File: src/rtl/prbs7_err_detect_pkg.sv
`default_nettype none
// ============================================================================
// Module  : prbs7_err_detect_pkg
// Brief   : Shared state encoding and PRBS-7 (x^7+x^6+1) constants.
// Revision: 1.0 - initial release
// ============================================================================
package prbs7_err_detect_pkg;

    typedef enum logic [1:0] {
        HUNT   = 2'd0,
        VERIFY = 2'd1,
        LOCKED = 2'd2
    } state_t;

    localparam int c_SEED_W = 7;
    localparam int c_TAP_HI = 6;
    localparam int c_TAP_LO = 5;

    function automatic logic prbs7_pred(input logic [c_SEED_W-1:0] sr);
        return sr[c_TAP_HI] ^ sr[c_TAP_LO];
    endfunction

endpackage
`default_nettype wire

File: src/rtl/prbs7_gen.sv
`default_nettype none
// ============================================================================
// Module  : prbs7_gen
// Brief   : 7-bit PRBS-7 LFSR, loadable from a serial input or free-running.
// Revision: 1.0 - initial release
// ============================================================================
module prbs7_gen
    import prbs7_err_detect_pkg::*;
(
    input  logic                clk,
    input  logic                rst_n,
    input  logic                en,
    input  logic                free_run,
    input  logic                din,
    output logic [c_SEED_W-1:0] sr,
    output logic                pred
);

    logic [c_SEED_W-1:0] r_sr;
    logic                w_in;

    assign pred = prbs7_pred(r_sr);
    assign w_in = free_run ? pred : din;
    assign sr   = r_sr;

    always_ff @(posedge clk or negedge rst_n) begin
        if (!rst_n) begin
            r_sr <= '0;
        end else if (en) begin
            r_sr <= {r_sr[c_SEED_W-2:0], w_in};
        end
    end

endmodule
`default_nettype wire

File: src/rtl/prbs7_err_detect.sv
`default_nettype none
// ============================================================================
// Module  : prbs7_err_detect
// Brief   : PRBS-7 lock/verify checker with per-bit error pulse, loss-of-lock
//           window and saturating error counter.
// Revision: 1.0 - initial release
// ============================================================================
module prbs7_err_detect
    import prbs7_err_detect_pkg::*;
#(
    parameter int LOCK_CNT  = 16,
    parameter int WIN       = 64,
    parameter int LOSS_ERRS = 8,
    parameter int CW        = 16
) (
    input  logic          clk,
    input  logic          rst_n,
    input  logic          din,
    input  logic          din_valid,
    input  logic          clr_cnt,
    output logic          err_pulse,
    output logic          locked,
    output logic [CW-1:0] err_count
);

    localparam int c_FILL_W = $clog2(c_SEED_W);
    localparam int c_GOOD_W = $clog2(LOCK_CNT + 1);
    localparam int c_WIN_W  = (WIN > 1) ? $clog2(WIN) : 1;
    localparam int c_MISS_W = $clog2(LOSS_ERRS + 1);

    localparam logic [c_FILL_W-1:0] c_FILL_LAST = c_FILL_W'(c_SEED_W - 1);
    localparam logic [c_GOOD_W-1:0] c_GOOD_LAST = c_GOOD_W'(LOCK_CNT - 1);
    localparam logic [c_WIN_W-1:0]  c_WIN_LAST  = c_WIN_W'(WIN - 1);
    localparam logic [c_MISS_W-1:0] c_MISS_LAST = c_MISS_W'(LOSS_ERRS - 1);

    state_t              r_state, w_state_nxt;
    logic [c_FILL_W-1:0] r_fill,  w_fill_nxt;
    logic [c_GOOD_W-1:0] r_good,  w_good_nxt;
    logic [c_WIN_W-1:0]  r_win,   w_win_nxt;
    logic [c_MISS_W-1:0] r_miss,  w_miss_nxt;
    logic [CW-1:0]       r_cnt;
    logic                r_pulse;

    logic [c_SEED_W-1:0] w_sr;
    logic                w_pred;
    logic                w_mismatch;
    logic                w_err;

    // Once locked the LFSR free-runs so a single flipped bit costs one error.
    prbs7_gen u_gen (
        .clk      (clk),
        .rst_n    (rst_n),
        .en       (din_valid),
        .free_run (r_state == LOCKED),
        .din      (din),
        .sr       (w_sr),
        .pred     (w_pred)
    );

    assign w_mismatch = (din != w_pred);

    always_comb begin
        w_state_nxt = r_state;
        w_fill_nxt  = r_fill;
        w_good_nxt  = r_good;
        w_win_nxt   = r_win;
        w_miss_nxt  = r_miss;
        w_err       = 1'b0;
        if (din_valid) begin
            case (r_state)
                HUNT: begin
                    if (r_fill == c_FILL_LAST) begin
                        w_state_nxt = VERIFY;
                        w_fill_nxt  = '0;
                        w_good_nxt  = '0;
                    end else begin
                        w_fill_nxt = r_fill + 1'b1;
                    end
                end
                VERIFY: begin
                    // All-zero history can never occur in a real PRBS-7 stream.
                    if (w_mismatch || (w_sr == '0)) begin
                        w_state_nxt = HUNT;
                        w_fill_nxt  = '0;
                        w_good_nxt  = '0;
                    end else if (r_good == c_GOOD_LAST) begin
                        w_state_nxt = LOCKED;
                        w_good_nxt  = '0;
                        w_win_nxt   = '0;
                        w_miss_nxt  = '0;
                    end else begin
                        w_good_nxt = r_good + 1'b1;
                    end
                end
                LOCKED: begin
                    w_err = w_mismatch;
                    if (w_mismatch && (r_miss == c_MISS_LAST)) begin
                        w_state_nxt = HUNT;
                        w_fill_nxt  = '0;
                        w_good_nxt  = '0;
                        w_win_nxt   = '0;
                        w_miss_nxt  = '0;
                    end else if (r_win == c_WIN_LAST) begin
                        w_win_nxt  = '0;
                        w_miss_nxt = '0;
                    end else begin
                        w_win_nxt  = r_win + 1'b1;
                        w_miss_nxt = r_miss + c_MISS_W'(w_mismatch);
                    end
                end
                default: begin
                    w_state_nxt = HUNT;
                    w_fill_nxt  = '0;
                    w_good_nxt  = '0;
                    w_win_nxt   = '0;
                    w_miss_nxt  = '0;
                end
            endcase
        end
    end

    always_ff @(posedge clk or negedge rst_n) begin
        if (!rst_n) begin
            r_state <= HUNT;
            r_fill  <= '0;
            r_good  <= '0;
            r_win   <= '0;
            r_miss  <= '0;
            r_pulse <= 1'b0;
        end else begin
            r_state <= w_state_nxt;
            r_fill  <= w_fill_nxt;
            r_good  <= w_good_nxt;
            r_win   <= w_win_nxt;
            r_miss  <= w_miss_nxt;
            r_pulse <= w_err;
        end
    end

    always_ff @(posedge clk or negedge rst_n) begin
        if (!rst_n) begin
            r_cnt <= '0;
        end else if (clr_cnt) begin
            r_cnt <= '0;
        end else if (w_err && (r_cnt != {CW{1'b1}})) begin
            r_cnt <= r_cnt + 1'b1;
        end
    end

    assign err_pulse = r_pulse;
    assign locked    = (r_state == LOCKED);
    assign err_count = r_cnt;

endmodule
`default_nettype wire

File: config.mk
export PLATFORM = sky130hd
export DESIGN_NAME = prbs7_err_detect
export DESIGN_NICKNAME = d
export VERILOG_FILES = /design/src/rtl/prbs7_err_detect_pkg.sv /design/src/rtl/prbs7_gen.sv /design/src/rtl/prbs7_err_detect.sv
export SDC_FILE = /design/constraint.sdc
export NUM_CORES = 1
export LEC_CHECK = 0
export CAP_MARGIN = 30
export CORE_ASPECT_RATIO = 2
export CORE_UTILIZATION = 55
export CTS_CLUSTER_DIAMETER = 60
export CTS_CLUSTER_SIZE = 40
export DETAILED_ROUTE_END_ITERATION = 7
export DONT_BUFFER_PORTS = 1
export HOLD_SLACK_MARGIN = 0.06
export PLACE_DENSITY_LB_ADDON = 0.12
export SLEW_MARGIN = 0
export SYNTH_ARGS = -nofsm -noshare
export SYNTH_HDL_FRONTEND = slang
export SYNTH_SLANG_ARGS = --single-unit
File: constraint.sdc
create_clock -name clk -period 2.3 [get_ports clk]
set_input_delay 0.46 -clock clk [delete_from_list [all_inputs] [get_ports clk]]
set_output_delay 0.46 -clock clk [all_outputs]
set_load 0.05 [all_outputs]
---- Yosys cells after proc, flatten, opt, wreduce, memory -nomap -nowiden ----
Cells that the tools add are included.
word-level totals
  output and inout port bits .............. 18
  memory bits (writable) .................. 0
  input port bits ......................... 5
  latch bits .............................. 0
  ROM bits ................................ 0
  memories kept ........................... 0
  register bits ........................... 44
cells by class
  shift operators ......................... 0
  $lt $le $gt $ge ......................... 0
  multiplexer cells ....................... 29
  div/mod/pow operators ................... 0
  equal/unequal tests ..................... 14
  bitwise logic cells ..................... 2
  multiply operators ...................... 0
  add/sub/neg operators ................... 5
  reductions and logical operators ........ 10
operators by type and width
  cell                                                                   count
  16-bit 2-to-1 mux                                                      2
  6-bit 2-to-1 mux                                                       4
  5-bit 2-to-1 mux                                                       4
  6-bit one-hot mux with 3 select lines                                  1
  16-bit by 1-bit adder with 16-bit output, second input constant        1
  4-bit 2-to-1 mux                                                       4
  16-bit inequality test, second input constant                          1
  5-bit one-hot mux with 3 select lines                                  1
  4-bit one-hot mux with 3 select lines                                  1
  2-bit inequality test, second input constant                           5
  3-bit 2-to-1 mux                                                       3
  3-bit one-hot mux with 3 select lines                                  1
  2-bit 2-to-1 mux                                                       4
  4-bit AND reduction                                                    2
  7-bit zero test                                                        1
  6-bit by 1-bit adder with 6-bit output, second input constant          1
  6-bit equality test, second input constant                             1
  2-bit one-hot mux with 3 select lines                                  1
  3-bit AND reduction                                                    2
  5-bit by 1-bit adder with 5-bit output, second input constant          1
  5-bit by 4-bit equality test with 1-bit output, second input constant  1
  4-bit by 1-bit adder with 4-bit output                                 1
  4-bit by 3-bit equality test with 1-bit output, second input constant  1
  3-bit by 1-bit adder with 3-bit output, second input constant          1
  other kinds (12)                                                       15

---- Depth between registers and ports, before layout ----
Gate-level depths: netlist (run 1).
  depth in word-level cells ............... 7
  depth in mapped cells ................... 7
  depth with buffers taken out ............ 7

---- By module ----
A second synthesis (run 1) with hierarchy kept.
unflattened totals
  cell total of the unflattened synthesis .. 238
  area total of the unflattened synthesis .. 2356.0 um^2
modules (own cells, without submodules)
  module            cells an instance  instances  area an instance (um^2)
  prbs7_err_detect  219                1          2059.5
  prbs7_gen         19                 1          296.5

---- Least setup slack after synthesis (run 1) ----
Ideal clock, no wire load.
  path kind ............................... register to register
  start ................................... reg r_state[1]
  end ..................................... reg r_win[0]
  setup slack ............................. 0.086 ns
  setup time .............................. 0.065 ns
  stages on the path, launching flop included .. 6
  clock period less this slack ............ 2.214 ns
  data required time ...................... 2.235 ns
  buffers on the path ..................... 0
  arrival time ............................ 2.149 ns
  path through ............................ dfrtp_1 nor2b_1 o21ai_2 o21bai_2 nor2_2 mux2_2
RTL lines
  item                                   line                     RTL
  start, declared                        prbs7_err_detect.sv:36   state_t r_state, w_state_nxt;
  start signal, assigned                 prbs7_err_detect.sv:131  r_state <= w_state_nxt;
  2-bit equality test                    n/a
  named net locked                       prbs7_err_detect.sv:22   output logic locked,
  6-bit one-hot mux with 3 select lines  prbs7_err_detect.sv:70   case (r_state)
  end signal, assigned                   prbs7_err_detect.sv:134  r_win <= w_win_nxt;
  end, declared                          prbs7_err_detect.sv:39   logic [c_WIN_W-1:0] r_win, w_win_nxt;
The timed path passes the listed nets, and every way through them passes these cells.
A chain may end at the register's enable or synchronous reset.

---- Final worst setup path (run 1) ----
  start ................................... reg u_gen.r_sr[5], in the netlist u_gen.sr[5]
  end ..................................... reg r_win[0]
on the way
  longest elaborated chain between the ends .. 5
RTL lines
  item                                                                                 line                                            RTL
  start, declared                                                                      prbs7_gen.sv:19                                 logic [c_SEED_W-1:0] r_sr;
  start signal, assigned                                                               prbs7_gen.sv:30                                 r_sr <= {r_sr[c_SEED_W-2:0], w_in};
  1-bit XOR                                                                            prbs7_err_detect_pkg.sv:20                      return sr[c_TAP_HI] ^ sr[c_TAP_LO];
  1-bit inequality test                                                                prbs7_err_detect.sv:60                          assign w_mismatch = (din != w_pred);
  1-bit logical AND / 1-bit logical OR (equally long branches)                         prbs7_err_detect.sv:97, prbs7_err_detect.sv:82
  6-bit 2-to-1 mux / 2-bit inequality test (equally long branches)                     n/a
  6-bit one-hot mux with 3 select lines / 4-bit AND reduction (equally long branches)  n/a
Several ways; a longest one is shown, not always the timed one.

==> results of run 1 <==
## through the flow
stage	hold WS, ps	setup WS, ps
after global routing	204	90.4
after detailed placement	165	133
after CTS	205	139
after global placement	165	238
after floorplan	164	86.3
final	211	259
## logic make-up after synthesis
family,after synthesis,synth area share
buf+inv,10,0.0172
fa+ha+maj,5,0.0277
compound gates,42,0.139
simple gates,86,0.207
mux,11,0.0532
flops,44,0.488
xor+xnor,16,0.0687
## final timing paths
check / depth (start not counted) / from / slack [ps] / end
max: 5 / u_gen.sr[5] / 260 / r_win[0]
min: 1 / clr_cnt / 210 / err_count[2]
max reg2reg: 5 / u_gen.sr[5] / 260 / r_win[0]
min reg2reg: 1 / r_good[4] / 500 / r_good[4]
max in group asynchronous: 2 / rst_n / 1460 / u_gen.sr[2]
min in group asynchronous: 2 / rst_n / 610 / err_count[2]
## cell type report
class                      count  area share
clock buffer                   6      0.0282
multi-input combinational    160       0.435
tap                           51      0.0248
timing repair buffer          20      0.0641
sequential                    44       0.427
inverter                       5     0.00729
clock inverter                 2      0.0136
## metal layers
layer | routed length, microns | part of all wire | track usage | vias up
met2 | 2800 | 0.59 | 0.447 | 40
li1 | - | - | - | 823
met3 | 149 | 0.031 | 0.0448 | 12
met5 | 0 | 0 | 0 | -
met1 | 1680 | 0.35 | 0.211 | 898
met4 | 118 | 0.025 | 0.136 | 0
## power by group through the flow
stage          clock (mW)  combinational [mW]  sequential [mW]
2_1_floorplan           0               0.314            0.920
3_3_place_gp            0               0.357            0.936
3_5_place_dp            0               0.365            0.949
4_1_cts             0.594               0.389            0.933
5_1_grt             0.617               0.433            0.947
6_report            0.577               0.382            0.933
## registers in the layout, indices dropped and copies added (netlist names)
name       cells
err_pulse      1
err_count     16
u_gen.sr       7
r_good         5
r_fill         3
r_win          6
r_state        2
r_miss         4
## timing repair
| item | CTS | global route |
|---|---|---|
| gates resized for setup | 0 | 1 |
| setup buffers | 0 | 0 |
| endpoints found under the hold margin | 44 | 0 |
| hold buffers | 2 | 0 |
| endpoints found under the setup margin | 0 | 1 |
## cell usage in the layout (no fill, tap or decap), types with 4 or more instances in the layout
| master | count |
|---|---|
| sky130_fd_sc_hd__dfrtp_1 | 44 |
| sky130_fd_sc_hd__nor2_1 | 27 |
| sky130_fd_sc_hd__buf_4 | 18 |
| sky130_fd_sc_hd__xor2_1 | 13 |
| sky130_fd_sc_hd__nand2_1 | 11 |
| sky130_fd_sc_hd__nand3_1 | 9 |
| sky130_fd_sc_hd__and3_1 | 9 |
| sky130_fd_sc_hd__mux2_2 | 8 |
| sky130_fd_sc_hd__o21ai_0 | 8 |
| sky130_fd_sc_hd__a22o_1 | 5 |
| sky130_fd_sc_hd__nand4_1 | 5 |
| sky130_fd_sc_hd__ha_1 | 5 |
| sky130_fd_sc_hd__clkbuf_8 | 5 |
| sky130_fd_sc_hd__nor2b_1 | 4 |
| sky130_fd_sc_hd__a21oi_1 | 4 |
| sky130_fd_sc_hd__inv_1 | 4 |
==> results, run 1 <==
- For this run, design rule violations remaining after detail routing come to 0.
- Of all nets on the critical path, the largest fanout is 12.
- The buffer and inverter count on the worst path is 1.
- Of the total power, registers draw 0.493.
- The number of synthesized flops with an enable pin is 0.
- The total cell area at the placement stage is 2440 sq um.
- Routability-driven placement finished with a final weighted congestion of 0.824.
- Across all layers, the routed design uses 1,773 vias.
- The cell count after synthesis is 214.
- The number of non-filler instances in the completed layout is 288.
- The residual antenna-violating net count after detailed routing is 0.
- The via count of the first global-routing pass was 1,850.
- The worst endpoint data arrival time is 2280 ps.
- The number of unique standard cell types used by synthesis is 52.
- Of the post-synthesis cell area, the dominant cell type holds 0.488.
- The type of element capturing the critical path is a register.
- The H-tree depth is 2.
- The max-capacitance violation count is 0.
- Timing would allow up to 490 MHz.
- The antenna diode count is 0.
- With fillers left out, the area of the finished cells amounts to 2580 sq um.
- The net count of the mapped netlist is 224.
- After floorplanning, the core was sized to cover 3880 sq um.
- The die is 92.6 microns tall.
- Of the total power, combinational logic draws 0.202.
- The worst setup path is of the reg -> reg kind.
- In this run, placement finished with an instance count of 278.
- Of all cell types, the one taking the most synthesized area is sky130_fd_sc_hd__dfrtp_1.
- The fraction of the yosys area taken by sequential cells is 0.488.
- The clock slew seen by the registers of the worst setup and hold paths is 80 ps.
- The number of buffers added on ports is 0.
- The worst setup path is launched from a register.
- The first routing iteration left 36 violations.
- The cell area that synthesis handed to floorplanning was 2260 sq um.
- The number of setup violations in the final report is 0.
- In this run the mean area of a mapped cell was 10.6 sq um.
- The highest cell delay on the worst timing path is 530 ps.
- The run finished with clean final reports.
- The cell area power density is 734 nW/um^2.
- For this run the aggregate overflow at the end of global routing stands at 0.
- The final clock skew is 12.9 ps.
- Entering global routing, the biggest net connects 45 pins.
- Dividing the final minimum period by the clock period gives 0.887.
- During synthesis, Yosys emitted a total of 0 warnings.
- The number of top-level pins is 23.
- The number of pins with negative max-slew slack in the final report is 0.
- Walking the worst path, the cells encountered are xnor3_2 -> inv_2 -> o31a_2 -> nor2_2 -> mux2_2.
- The later pin in the worst-skew pair is clocked with a latency of 300 ps.
- For this design the static power due to leakage is 1.21 nW.
- CTS saw 44 sinks.
- For the pin with the worst max-slew slack, the measured transition is 479 ps.
- STA puts the critical path data required time at 2530 ps.
- The post-detailed-route wirelength per cell is 16.5 microns.
- Dividing the detail-routed via count by the number of cells gives 6.16.
- From left edge to right edge, the die measures 47.3 microns.
- The final wirelength is 4.75 mm.
- Setup repair after global routing left no endpoint under its margin.
- The synthesis-to-layout area growth is 14.1%.
- The share of the core filled with cells in the final layout is 0.663.
- The share of async-settable or async-resettable flops after synthesis is 1.00.
- In the final layout, flip-flops and latches occupy 1100 sq um.
- On the critical path the largest part of the delay comes from XOR/XNOR gates.
- The final period demand of the worst path is 2040 ps.
- The floorplan step defined a die boundary enclosing 4380 sq um.
- The switching power total is 547 uW.
- The post-layout net count is 246.
- The slowest stage of the critical path belongs to the cell sky130_fd_sc_hd__xnor3_2.
- The clock buffer count from CTS is 5.
- The first detailed-routing pass took 4 iterations.
- The TritonCTS clock tree is built.
- The multi-input combinational cells in the finished layout cover a total of 1120 sq um.
- The most common cell in the synthesized netlist is sky130_fd_sc_hd__dfrtp_1.
- The most instantiated flip-flop cell in the synthesis netlist is sky130_fd_sc_hd__dfrtp_1.
- In this run the deepest clock path goes through 2 buffers.
- The floorplan has 32 rows.
- The tree is rooted in a sky130_fd_sc_hd__clkbuf_8.
- The first global-routing pass estimated 7.52 mm of wire.
- The global router's overall resource usage is 0.240.
- In the post-synthesis netlist, the biggest area contributors are sky130_fd_sc_hd__dfrtp_1 (49%), sky130_fd_sc_hd__xor2_1 (5.0%), sky130_fd_sc_hd__nor2_1 (4.5%), sky130_fd_sc_hd__mux2_2 (4.0%), sky130_fd_sc_hd__ha_1 (2.8%).
- After synthesis, the most frequently instantiated cells are sky130_fd_sc_hd__dfrtp_1 (44), sky130_fd_sc_hd__nor2_1 (27), sky130_fd_sc_hd__xor2_1 (13), sky130_fd_sc_hd__nand2_1 (11).
- The initial cell density of the core is 0.582.
- In this run the worst hold path is classified as in -> reg.
- The share of power burned in the clock network is 0.305.
- After filler insertion, the fill cell instance count of the layout stands at 323.
- The internal portion of the total power is 1.35 mW.
- Across the VDD grid, the largest voltage drop is 532 uV.
- In this run the tightest slew margin relative to its limit is 0.680.
- The post-layout total power is 1.89 mW.
- The sum of negative setup slack is 0 ps.
- The HPWL after detailed placement is 3.59 mm.
- Of the total power, the share spent switching nets is 0.289.
- The hold violation total from the final report is 0.
- Synthesis inferred 44 register bits.
- Of the cells placed in the final design, the portion with a size suffix greater than 1 is 0.190.
- The number of antenna violations at the first check in global routing is 0.
Power figures use the tool's default switching activity.
==> run 2: changes to the inputs <==
Settings changed: PLACE_DENSITY_LB_ADDON 0.12 to 0.3, SETUP_SLACK_MARGIN from default to 0.3.
==> run 2 against run 1 <==
  * Cell area grew 6.7%
  * Setup slack improved by 27 ps
  * Final cell count rose by 4.2%
  * Combinational power grew 29%
  * Critical endpoint is now r_win[4]
  * Critical path type unchanged
  * Highest routed layer unchanged
  * Die area is the same
==> results, run 2 (synthesis results as in run 1) <==
- The share of power burned in combinational logic is 0.245 (+0.043).
- The detailed-route via count came to 1,818 (+2.5%).
- The final clock skew is 9.48 ps (-3.39 ps).
- The data required time of the critical path is 2500 ps (-30 ps).
- The period utilization is 0.876 (-0.0117).
- The overall die area is 4380 sq um (unchanged).
- The register share of total power is 0.469 (-0.024).
- The count of clock tree sinks came to 44 (unchanged).
- The buffer and inverter count on the worst path is 2 (+1).
- The number of setup violations in the final report is 0 (unchanged).
- The tree is rooted in a sky130_fd_sc_hd__clkbuf_8.
- The cell area power density came to 728 nW/um^2 (-0.84%).
- The row count is 32 (unchanged).
- The number of buffers added on ports was 0 (unchanged).
- The residual antenna-violating net count after detailed routing is 0 (unchanged).
- The number of antenna violations at the first check in global routing is 0 (unchanged).
- The chip width is 47.3 microns (unchanged).
- The post-detailed-route wirelength per cell is 17.1 microns (+3.7%).
- The net switching fraction of the power is 0.293 (+0.00378).
- The clock buffer count from CTS is 5 (unchanged).
- The clock slew seen by the registers of the worst setup and hold paths is 80 ps (about the same).
- The worst hold-check slack is 223 ps (+11.9 ps).
- The aggregate global routing overflow is 0 (unchanged).
- The final period demand of the worst path is 2010 ps (-26.8 ps).
- The vertical extent of the die is 92.6 microns (unchanged).
- The final wirelength was 5.13 mm (+8.0%).
- The register area is 1110 sq um (+0.45%).
- The DRC violation total after the first TritonRoute iteration was 48 (+33%).
- The largest individual stage delay along the critical path comes from the cell sky130_fd_sc_hd__xnor3_2.
- The hold violation total from the final report is 0 (unchanged).
- The flow ran to the end, and the final reports show no timing, DRC or antenna violations.
- The slew at the pin with the worst max-slew slack is 455 ps (-23.9 ps).
- The maximum number of pins on one net before global-route repair is 45 (unchanged).
- The worst hold path belongs to the class in -> reg.
- The kind of cell adding the most delay to the critical path is compound AO/OA/AOI/OAI gates.
- The fraction of final layout cells sized beyond drive strength 1 is 0.273 (+0.0832).
- The number of top-level pins is 23 (unchanged).
- The synthesis-to-layout area growth is 21.7%.
- The area of the core was 3880 sq um (unchanged).
- Walking the worst path, the cells encountered are xnor3_2 -> inv_2 -> o31a_1 -> buf_6 -> or2_4 -> o31ai_4.
- The residual DRC count is 0 (unchanged).
- The worst setup path is captured at a register.
- The wire length of the first global-routing pass came to 7.80 mm (+3.7%).
- The via count of the first global-routing pass was 1,817 (-1.8%).
- The placer's final routability congestion estimate came to 0.754 (-8.5%).
- The H-tree depth was 2 (unchanged).
- The max-capacitance violation count is 0 (unchanged).
- The internal power contribution is 1.42 mW (+5.2%).
- The largest vdd supply drop is 698 uV (+31%).
- The post-detailed-placement half-perimeter wirelength is 3.51 mm (-2.2%).
- The detail-routed via count per cell is 6.06 (-1.6%).
- The sum of negative setup slack is 0 ps (unchanged).
- The relative slew slack is 0.695 (+0.0155).
- The buffer depth of the longest clock path is 2 (unchanged).
- The worst endpoint data arrival time is 2220 ps (-60 ps).
- The number of flip-flops in the largest register is 16 (unchanged).
- The TritonCTS clock tree is built.
- The number of inserted filler cells in the final layout is 282 (-13%).
- The highest cell delay on the worst timing path came to 440 ps (-90 ps).
- Setup repair after global routing could not meet its margin everywhere.
- STA classifies the critical path startpoint as a register.
- The post-layout net count is 258 (+4.9%).
- The fmax was 496 MHz (+1.3%).
- The initial cell density of the core is 0.582 (unchanged).
- The switching power total is 586 uW (+7.2%).
- The critical path is of the reg -> reg type.
- The clock latency on the worst-skew pair is 290 ps (about the same).
- The total leakage power is 1.27 nW (+5.1%).
- The number of pins with negative max-slew slack in the final report is 0 (unchanged).
- The first-pass iteration count of the detailed router is 4 (unchanged).
- The global router's overall resource usage is 0.248 (+0.00804).
- The share of power burned in the clock network was 0.286 (-0.019).
- Leaving out fill and tap cells, the most frequent cell in the layout is sky130_fd_sc_hd__dfrtp_1.
- Leaving out fill and tap cells, the most frequent cells in the layout are sky130_fd_sc_hd__dfrtp_1 (40), sky130_fd_sc_hd__buf_4 (28), sky130_fd_sc_hd__nor2_1 (27).
- The highest fanout seen on the critical path is 6 (-6).
- The antenna diode count is 0 (unchanged).
- The footprint of the multi-input gates is 1180 sq um (+5.6%).
-- run 2: cell types whose count changed in the layout (fill, tap and decap cells not counted), sizes merged --
cell / delta
buf: +12
-- run 2: worst paths after layout --
| path | cells past startpoint | to | start | slack, ps |
|---|---|---|---|---|
| max | 6 | r_win[4] | u_gen.sr[5] | 290 |
| min reg2reg | 1 | r_good[4] | r_good[4] | 490 |
| min | 1 | err_count[0] | clr_cnt | 220 |
| max in group asynchronous | 2 | u_gen.sr[5] | rst_n | 1400 |
| min in group asynchronous | 2 | err_pulse | rst_n | 680 |
| max reg2reg | 6 | r_win[4] | u_gen.sr[5] | 290 |
-- run 2: worst reg2reg max path, stage by stage, from the launching register on --
cell,delay [ps]
sky130_fd_sc_hd__dfrtp_2,430
sky130_fd_sc_hd__xnor3_2,440
sky130_fd_sc_hd__inv_2,70
sky130_fd_sc_hd__o31a_1,400
sky130_fd_sc_hd__buf_6,160
sky130_fd_sc_hd__or2_4,230
sky130_fd_sc_hd__o31ai_4,210
-- run 2: per-stage QoR --
| step | util | total power, mW | worst slack (ps) | area (sq um) | cells |
|---|---|---|---|---|---|
| 2_1_floorplan | - | 1.24 | 312 | 2260 | 214 |
| 3_3_place_gp | 0.633 | 1.29 | 222 | 2460 | 280 |
| 3_5_place_dp | 0.633 | 1.33 | 142 | 2460 | 280 |
| 4_1_cts | 0.680 | 1.92 | 306 | 2640 | 294 |
| 5_1_grt | 0.708 | 2.11 | 244 | 2750 | 300 |
| 6_report | 0.708 | 2.00 | 286 | 2750 | 300 |
-- run 2: per-layer routing --
layer  global-route usage  routed length [microns]
met1                0.247                     1820
met2                0.461                     3060
met3               0.0390                      200
met4               0.0976                       54
met5                    0                        0
-- run 2: cell type report --
type	count	area share
sequential	44	0.402
tap	51	0.0232
clock buffer	6	0.0264
inverter	5	0.00683
multi-input combinational	160	0.430
timing repair buffer	32	0.0983
clock inverter	2	0.0127
-- run 2: power groups by stage --
stage	Combinational (mW)	Clock (mW)	Sequential (mW)
global placement	0.360	0	0.934
CTS	0.405	0.590	0.931
global route	0.537	0.624	0.948
floorplan	0.314	0	0.922
detailed placement	0.382	0	0.946
finish	0.491	0.573	0.939
-- run 2: what timing repair did --
item | CTS | global route
gates resized for setup | 1 | 18
endpoints found under the hold margin | 44 | 0
cloned | 0 | 0
setup buffers | 4 | 6
setup endpoints to repair | 11 | 16
hold buffers | 2 | 0
pin swaps | 2 | 5
